File: src/rtl/sched_pkg.sv
// Shared types for the task batch scheduler.
//   top_state_e  : batch-level FSM states
//   slot_state_e : per-child slot FSM states. The encoding is fixed so the
//                  slot state can be read directly on a debug bus.
package sched_pkg;

  typedef enum logic [2:0] {
    IDLE   = 3'd0,
    LAUNCH = 3'd1,
    WAIT   = 3'd2,
    NEXT   = 3'd3,
    FINISH = 3'd4
  } top_state_e;

  typedef enum logic [1:0] {
    S_IDLE  = 2'b00,
    S_START = 2'b01,
    S_RUN   = 2'b11,
    S_DONE  = 2'b10
  } slot_state_e;

endpackage

File: src/rtl/task_slot_fsm.sv
// Per-child ap_ctrl handshake slot.
// Ports:
//   clk, rst  : clock, synchronous active-high reset
//   go        : one-cycle launch request from the batch FSM
//   clear     : return to S_IDLE (issued in NEXT and FINISH); overrides all
//   ready     : child ap_ready, honoured only in S_START
//   done      : child ap_done, honoured only in S_START / S_RUN
//   start     : child ap_start, high only in S_START
//   is_done   : slot has seen the child finish this iteration
module task_slot_fsm
  import sched_pkg::*;
(
  input  logic clk,
  input  logic rst,
  input  logic go,
  input  logic clear,
  input  logic ready,
  input  logic done,
  output logic start,
  output logic is_done
);

  slot_state_e state_q, state_d;

  always_ff @(posedge clk) begin
    if (rst) begin
      state_q <= S_IDLE;
    end else begin
      state_q <= state_d;
    end
  end

  always_comb begin
    state_d = state_q;
    if (clear) begin
      state_d = S_IDLE;
    end else begin
      case (state_q)
        S_IDLE: begin
          if (go) state_d = S_START;
        end
        S_START: begin
          // ap_start is held until the child accepts; done in the same
          // cycle as ready means the child finished immediately.
          if (ready) state_d = done ? S_DONE : S_RUN;
        end
        S_RUN: begin
          if (done) state_d = S_DONE;
        end
        S_DONE: begin
          state_d = S_DONE;
        end
        default: state_d = S_IDLE;
      endcase
    end
  end

  assign start   = (state_q == S_START);
  assign is_done = (state_q == S_DONE);

endmodule

File: src/rtl/task_batch_scheduler.sv
// Batch-level ap_ctrl controller: runs NUM_TASKS children in lock-step for
// batch_count iterations behind a single host ap_start/ap_done.
// Ports:
//   ap_clk, ap_rst       : clock, synchronous active-high reset
//   ap_start             : host start (level, sampled in IDLE)
//   ap_ready, ap_done    : one-cycle completion pulse (identical)
//   ap_idle              : high while the batch FSM is in IDLE
//   batch_count          : iterations to run, captured on start
//   iter_idx             : 0-based index of the current iteration
//   task_start           : per-child ap_start
//   task_ready/done/idle : per-child ap_ready/ap_done/ap_idle (idle unused)
//   err_timeout          : watchdog fired, sticky until next accepted start
// Optional feature: define SCHED_WATCHDOG_EN to enable the per-iteration
// watchdog of WDOG_CYCLES cycles; otherwise err_timeout is tied low.
module task_batch_scheduler
  import sched_pkg::*;
#(
  parameter int unsigned NUM_TASKS   = 4,
  parameter int unsigned CNT_W       = 16,
  parameter int unsigned WDOG_CYCLES = 65535
) (
  input  logic                 ap_clk,
  input  logic                 ap_rst,
  input  logic                 ap_start,
  output logic                 ap_ready,
  output logic                 ap_done,
  output logic                 ap_idle,
  input  logic [CNT_W-1:0]     batch_count,
  output logic [CNT_W-1:0]     iter_idx,
  output logic [NUM_TASKS-1:0] task_start,
  input  logic [NUM_TASKS-1:0] task_ready,
  input  logic [NUM_TASKS-1:0] task_done,
  input  logic [NUM_TASKS-1:0] task_idle,
  output logic                 err_timeout
);

  top_state_e state_q, state_d;
  logic [CNT_W-1:0] remaining_q, remaining_d;
  logic [CNT_W-1:0] iter_q, iter_d;

  logic                 slot_go;
  logic                 slot_clear;
  logic [NUM_TASKS-1:0] slot_done;
  logic                 all_done;
  logic                 wdog_fire;
  logic                 set_err;
  logic                 clear_err;

  // task_idle is status only and never gates sequencing.
  logic unused_task_idle;
  assign unused_task_idle = ^task_idle;

  for (genvar i = 0; i < NUM_TASKS; i++) begin : g_slot
    task_slot_fsm u_slot (
      .clk     (ap_clk),
      .rst     (ap_rst),
      .go      (slot_go),
      .clear   (slot_clear),
      .ready   (task_ready[i]),
      .done    (task_done[i]),
      .start   (task_start[i]),
      .is_done (slot_done[i])
    );
  end

  assign all_done = &slot_done;

  always_ff @(posedge ap_clk) begin
    if (ap_rst) begin
      state_q     <= IDLE;
      remaining_q <= '0;
      iter_q      <= '0;
    end else begin
      state_q     <= state_d;
      remaining_q <= remaining_d;
      iter_q      <= iter_d;
    end
  end

  always_comb begin
    state_d     = state_q;
    remaining_d = remaining_q;
    iter_d      = iter_q;
    slot_go     = 1'b0;
    slot_clear  = 1'b0;
    set_err     = 1'b0;
    clear_err   = 1'b0;
    case (state_q)
      IDLE: begin
        if (ap_start) begin
          remaining_d = batch_count;
          iter_d      = '0;
          clear_err   = 1'b1;
          state_d     = LAUNCH;
        end
      end
      LAUNCH: begin
        if (remaining_q == '0) begin
          state_d = FINISH;
        end else begin
          slot_go = 1'b1;
          state_d = WAIT;
        end
      end
      WAIT: begin
        // Completion wins over a watchdog expiry in the same cycle.
        if (all_done) begin
          state_d = (remaining_q == CNT_W'(1)) ? FINISH : NEXT;
        end else if (wdog_fire) begin
          set_err = 1'b1;
          state_d = FINISH;
        end
      end
      NEXT: begin
        remaining_d = remaining_q - CNT_W'(1);
        iter_d      = iter_q + CNT_W'(1);
        slot_clear  = 1'b1;
        state_d     = LAUNCH;
      end
      FINISH: begin
        slot_clear = 1'b1;
        state_d    = IDLE;
      end
      default: state_d = IDLE;
    endcase
  end

  assign ap_done  = (state_q == FINISH);
  assign ap_ready = ap_done;
  assign ap_idle  = (state_q == IDLE);
  assign iter_idx = iter_q;

`ifdef SCHED_WATCHDOG_EN
  localparam int unsigned WdogW = (WDOG_CYCLES < 2) ? 1 : $clog2(WDOG_CYCLES + 1);

  logic [WdogW-1:0] wdog_q, wdog_d;
  logic             err_q, err_d;

  assign wdog_fire = (state_q == WAIT) && (wdog_q == WdogW'(WDOG_CYCLES));

  always_comb begin
    wdog_d = wdog_q;
    if (state_q == LAUNCH) begin
      wdog_d = '0;
    end else if (state_q == WAIT && !wdog_fire) begin
      wdog_d = wdog_q + WdogW'(1);
    end
  end

  always_comb begin
    err_d = err_q;
    if (clear_err) begin
      err_d = 1'b0;
    end else if (set_err) begin
      err_d = 1'b1;
    end
  end

  always_ff @(posedge ap_clk) begin
    if (ap_rst) begin
      wdog_q <= '0;
      err_q  <= 1'b0;
    end else begin
      wdog_q <= wdog_d;
      err_q  <= err_d;
    end
  end

  assign err_timeout = err_q;
`else
  localparam int unsigned UnusedWdogCycles = WDOG_CYCLES;
  logic unused_err_ctrl;
  assign unused_err_ctrl = set_err ^ clear_err ^ (UnusedWdogCycles == 0);
  assign wdog_fire       = 1'b0;
  assign err_timeout     = 1'b0;
`endif

endmodule

File: config.mk
export PLATFORM = sky130hd
export DESIGN_NAME = task_batch_scheduler
export DESIGN_NICKNAME = d
export VERILOG_FILES = /design/src/rtl/sched_pkg.sv /design/src/rtl/task_slot_fsm.sv /design/src/rtl/task_batch_scheduler.sv
export SDC_FILE = /design/constraint.sdc
export NUM_CORES = 1
export LEC_CHECK = 0
export BUFFER_PORTS_ARGS = -buffer_cell sky130_fd_sc_hd__buf_2
export CAP_MARGIN = 20
export CORE_MARGIN = 10
export CORE_UTILIZATION = 40
export CTS_BUF_LIST = sky130_fd_sc_hd__clkbuf_16
export DETAILED_ROUTE_END_ITERATION = 8
export PLACE_DENSITY = 0.74
export SLEW_MARGIN = 30
export SYNTH_ARGS = -nofsm -noshare
export SYNTH_HDL_FRONTEND = slang
export SYNTH_SLANG_ARGS = --single-unit
File: constraint.sdc
create_clock -name ap_clk -period 4 [get_ports ap_clk]
set_clock_uncertainty 0.1 [all_clocks]
set_input_delay 0.4 -clock ap_clk [delete_from_list [all_inputs] [get_ports ap_clk]]
set_output_delay 0.4 -clock ap_clk [all_outputs]
set_load 0.01 [all_outputs]
==> results.sh <==
export IMPL_gp_congestion=0.820
export IMPL_post_cts_resized=0
export IMPL_fillers=554
export IMPL_routed_wl_um=5840
export IMPL_synth_avg_cell_area_um2=8.26
export IMPL_hold_violations=0
export IMPL_synthCells=281
export IMPL_cp_endpoint="iter_idx[8]"
export IMPL_synthSimpleGateAreaFrac=0.312
export IMPL_vdd_ir_drop_worst_uv=269
export IMPL_row_count=27
export IMPL_post_cts_buffers=0
export IMPL_slew_headroom=0.518
export IMPL_place_hpwl_um=4240
export IMPL_yosys_mux_area_fraction=0.0140
export IMPL_design_core_area_mm2=0.00557
export IMPL_r2r_end="iter_idx[8]"
export IMPL_synth_edf_count=0
export IMPL_dieHeight_um=96.2
export IMPL_drt_iter0_drc=93
export IMPL_setup_viol=0
export IMPL_rsz0062_at_grt="no"
export IMPL_p_clk_frac=0.245
export IMPL_worst_slew_pin_slew_ps=723
export IMPL_cts_tree="built"
export IMPL_synth_adder_area_share=0.0162
export IMPL_vias=2209
export IMPL_gr_total_overflow=0
export IMPL_r2r_setup_slack_ps=1630
export IMPL_path_cells="nand3b_1 > or3_1 > or3_1 > a21oi_1"
export IMPL_fp_dieW_um=96.2
export IMPL_critical_path_class="flop to flop"
export IMPL_sequentialPowerShare=0.396
export IMPL_synth_flop_cell="dfxtp_1"
export IMPL_internal_power_w=0.000972
export IMPL_critPathLaunch="state_q[0]"
export IMPL_hold_buffers=0
export IMPL_cap_viol_max_count=0
export IMPL_r2r_start="state_q[0]"
export IMPL_die_area_mm2=0.00925
export IMPL_crit_top_cell="or3_1"
export IMPL_clk_pin_slew_worst_paths_ps=60
export IMPL_synth_top_family_by_area="simple AND/OR/NAND/NOR gates"
export IMPL_viasPerCell=5.65
export IMPL_fin_crit_ps=2370
export IMPL_min_from="batch_count[5]"
export IMPL_fmax_ghz=0.421
export IMPL_hold_path_class="input port to flop"
export IMPL_route_detailed_drc=0
export IMPL_grt_max_degree=40
export IMPL_startpoint_type="flop"
export IMPL_grt_pass1_wl_um=9610
export IMPL_cp_max_fo=15
export IMPL_grt_pass1_vias=2103
export IMPL_reg2reg_depth=4
export IMPL_cts_sinks=43
export IMPL_start_util=0.416
export IMPL_cp_depth=4
export IMPL_htree_num_levels=2
export IMPL_final_util=0.486
export IMPL_p_leak_nw=1.03
export IMPL_syn_area_mm2=0.00232
export IMPL_ys_ff_latch=43
export IMPL_num_io_pins=55
export IMPL_finalSetupTns_ps=0
export IMPL_async_flop_share=0
export IMPL_antenna_cells=0
export IMPL_synth_xor_area_frac=0.0113
export IMPL_period_share=0.593
export IMPL_synth_compound_area_frac=0.217
export IMPL_drt_first_pass_iters=4
export IMPL_postRouteAntennaNets=0
export IMPL_path_buf_inv=0
export IMPL_grt_usage=0.126
export IMPL_final_max_slew_viol_count=0
export IMPL_combPwrFrac=0.359
export IMPL_wl_per_cell_um=14.9
export IMPL_synth_distinct_cells=56
export IMPL_status="completed"
export IMPL_cp_data_arrival_time_ps=2480
export IMPL_syn_num_nets=315
export IMPL_switchingPower_w=0.000600
export IMPL_critPathSlowestCell="or3_1"
export IMPL_crit_family="simple AND/OR/NAND/NOR gates"
export IMPL_swShare=0.382
export IMPL_p_per_area_mw_per_mm2=580
export IMPL_clock_latency_ps=280
export IMPL_yosysWarnings=0
export IMPL_port_buffers=49
export IMPL_slowest_delay_ps=610
export IMPL_area_growth_pct=16.8
export IMPL_clockRootBuffer="clkbuf_16"
export IMPL_antenna_found_initial=0
export IMPL_yosysSeqAreaShare=0.371
export IMPL_cts_made_buffers=5
export IMPL_required_ps=4110
export IMPL_final_layout_size_suffix_gt1_frac=0.229
export IMPL_worstSetupEndpointType="flop"
export IMPL_final_nets=352
export IMPL_cts_buffer_depth=2
==> cells in the mapped netlist (6+ instances only) <==
| library cell | count | area (um2) |
|---|---|---|
| nand2_1 | 25 | 93.8 |
| nand3_1 | 9 | 45.0 |
| nor2b_1 | 7 | 43.8 |
| a21oi_1 | 23 | 115 |
| o21ai_0 | 7 | 35.0 |
| nor3_1 | 6 | 30.0 |
| a31oi_1 | 11 | 68.8 |
| buf_4 | 6 | 45.0 |
| nor2_1 | 20 | 75.1 |
| clkbuf_1 | 12 | 45.0 |
| or3_1 | 11 | 68.8 |
| nand4_1 | 7 | 43.8 |
| nand3b_1 | 6 | 45.0 |
| dfxtp_1 | 43 | 861 |
| o211ai_1 | 9 | 67.6 |
| inv_1 | 7 | 26.3 |
==> how the worst min path moves through the flow <==
stage	to	slack, ps	depth (start not counted)
final	remaining_q[5]	270	3
after global routing	remaining_q[10]	270	3
after CTS	remaining_q[5]	260	3
after detailed placement	iter_idx[10]	400	2
after global placement	iter_idx[10]	390	2
after floorplan	remaining_q[0]	380	2
==> sequential cells by signal, indices dropped and copies added (netlist names) <==
name / flops
g_slot.u_slot.state_q: 8
iter_idx: 16
remaining_q: 16
state_q: 3
==> layout make-up <==
cell class,instances,area [um2],share of cell area
multi-input cells,210,1330,0.490
flip-flops and latches,43,861,0.318
repair buffers,51,264,0.0974
clock buffers,5,125,0.0462
well taps,72,90.1,0.0332
inverters,7,26.3,0.00970
clock inverters,3,16.3,0.00600
==> tightest hold or removal path, cell delays in order <==
cell	delay, ps
buf_2	90
nand2_1	40
a31oi_1	60
==> power by group through the flow <==
stage                     clock, W  combinational, W  sequential [W]
after detailed placement         0          0.000561        0.000629
after floorplan                  0          0.000472        0.000585
after global placement           0          0.000541        0.000624
after global routing      0.000410          0.000629        0.000637
after CTS                 0.000394          0.000566        0.000620
final                     0.000386          0.000564        0.000622
==> routing by layer <==
| metal | vias to the layer above | track usage | wire length (um) |
|---|---|---|---|
| met5 | - | 0 | 0 |
| met4 | 0 | 0.0295 | 49 |
| met3 | 5 | 0.0475 | 419 |
| met2 | 43 | 0.212 | 2630 |
| met1 | 1029 | 0.149 | 2730 |
| li1 | 1132 | - | - |
==> cells in the final DEF, fill, tap and decap left out, drive strengths merged, types with 3 or more instances in the layout <==
master	instances
a211oi	3
a21oi	23
a311oi	3
a31oi	11
and3	4
buf	51
clkbuf	5
dfxtp	43
ha	3
inv	8
nand2	25
nand2b	3
nand3	9
nand3b	6
nand4	7
nor2	20
nor2b	7
nor3	6
nor4	6
o211ai	9
o21ai	7
o22ai	3
o32ai	4
or3	14
xor2	3
==> cell families (layout without fill, tap and decap cells) <==
group | Yosys count | count (layout)
other | 1 | 1
XOR/XNOR | 3 | 3
buffers and inverters | 28 | 66
AND/OR/NAND/NOR | 124 | 124
adder cells (fa/ha/maj) | 3 | 3
multiplexers | 3 | 3
flip-flops | 43 | 43
AO/OA/AOI/OAI | 76 | 76
==> per-stage QoR <==
stage / total power [W] / setup slack, ps / hold slack (ps) / instances / cell area (um2)
final: 0.00157 / 1630 / 265 / 391 / 2710
after global routing: 0.00168 / 1460 / 268 / 391 / 2710
after CTS: 0.00158 / 1590 / 262 / 391 / 2710
after detailed placement: 0.00119 / 1610 / 403 / 383 / 2570
after global placement: 0.00116 / 1690 / 394 / 382 / 2560
after floorplan: 0.00106 / 2160 / 379 / 281 / 2320
Power figures use the tool's default switching activity.
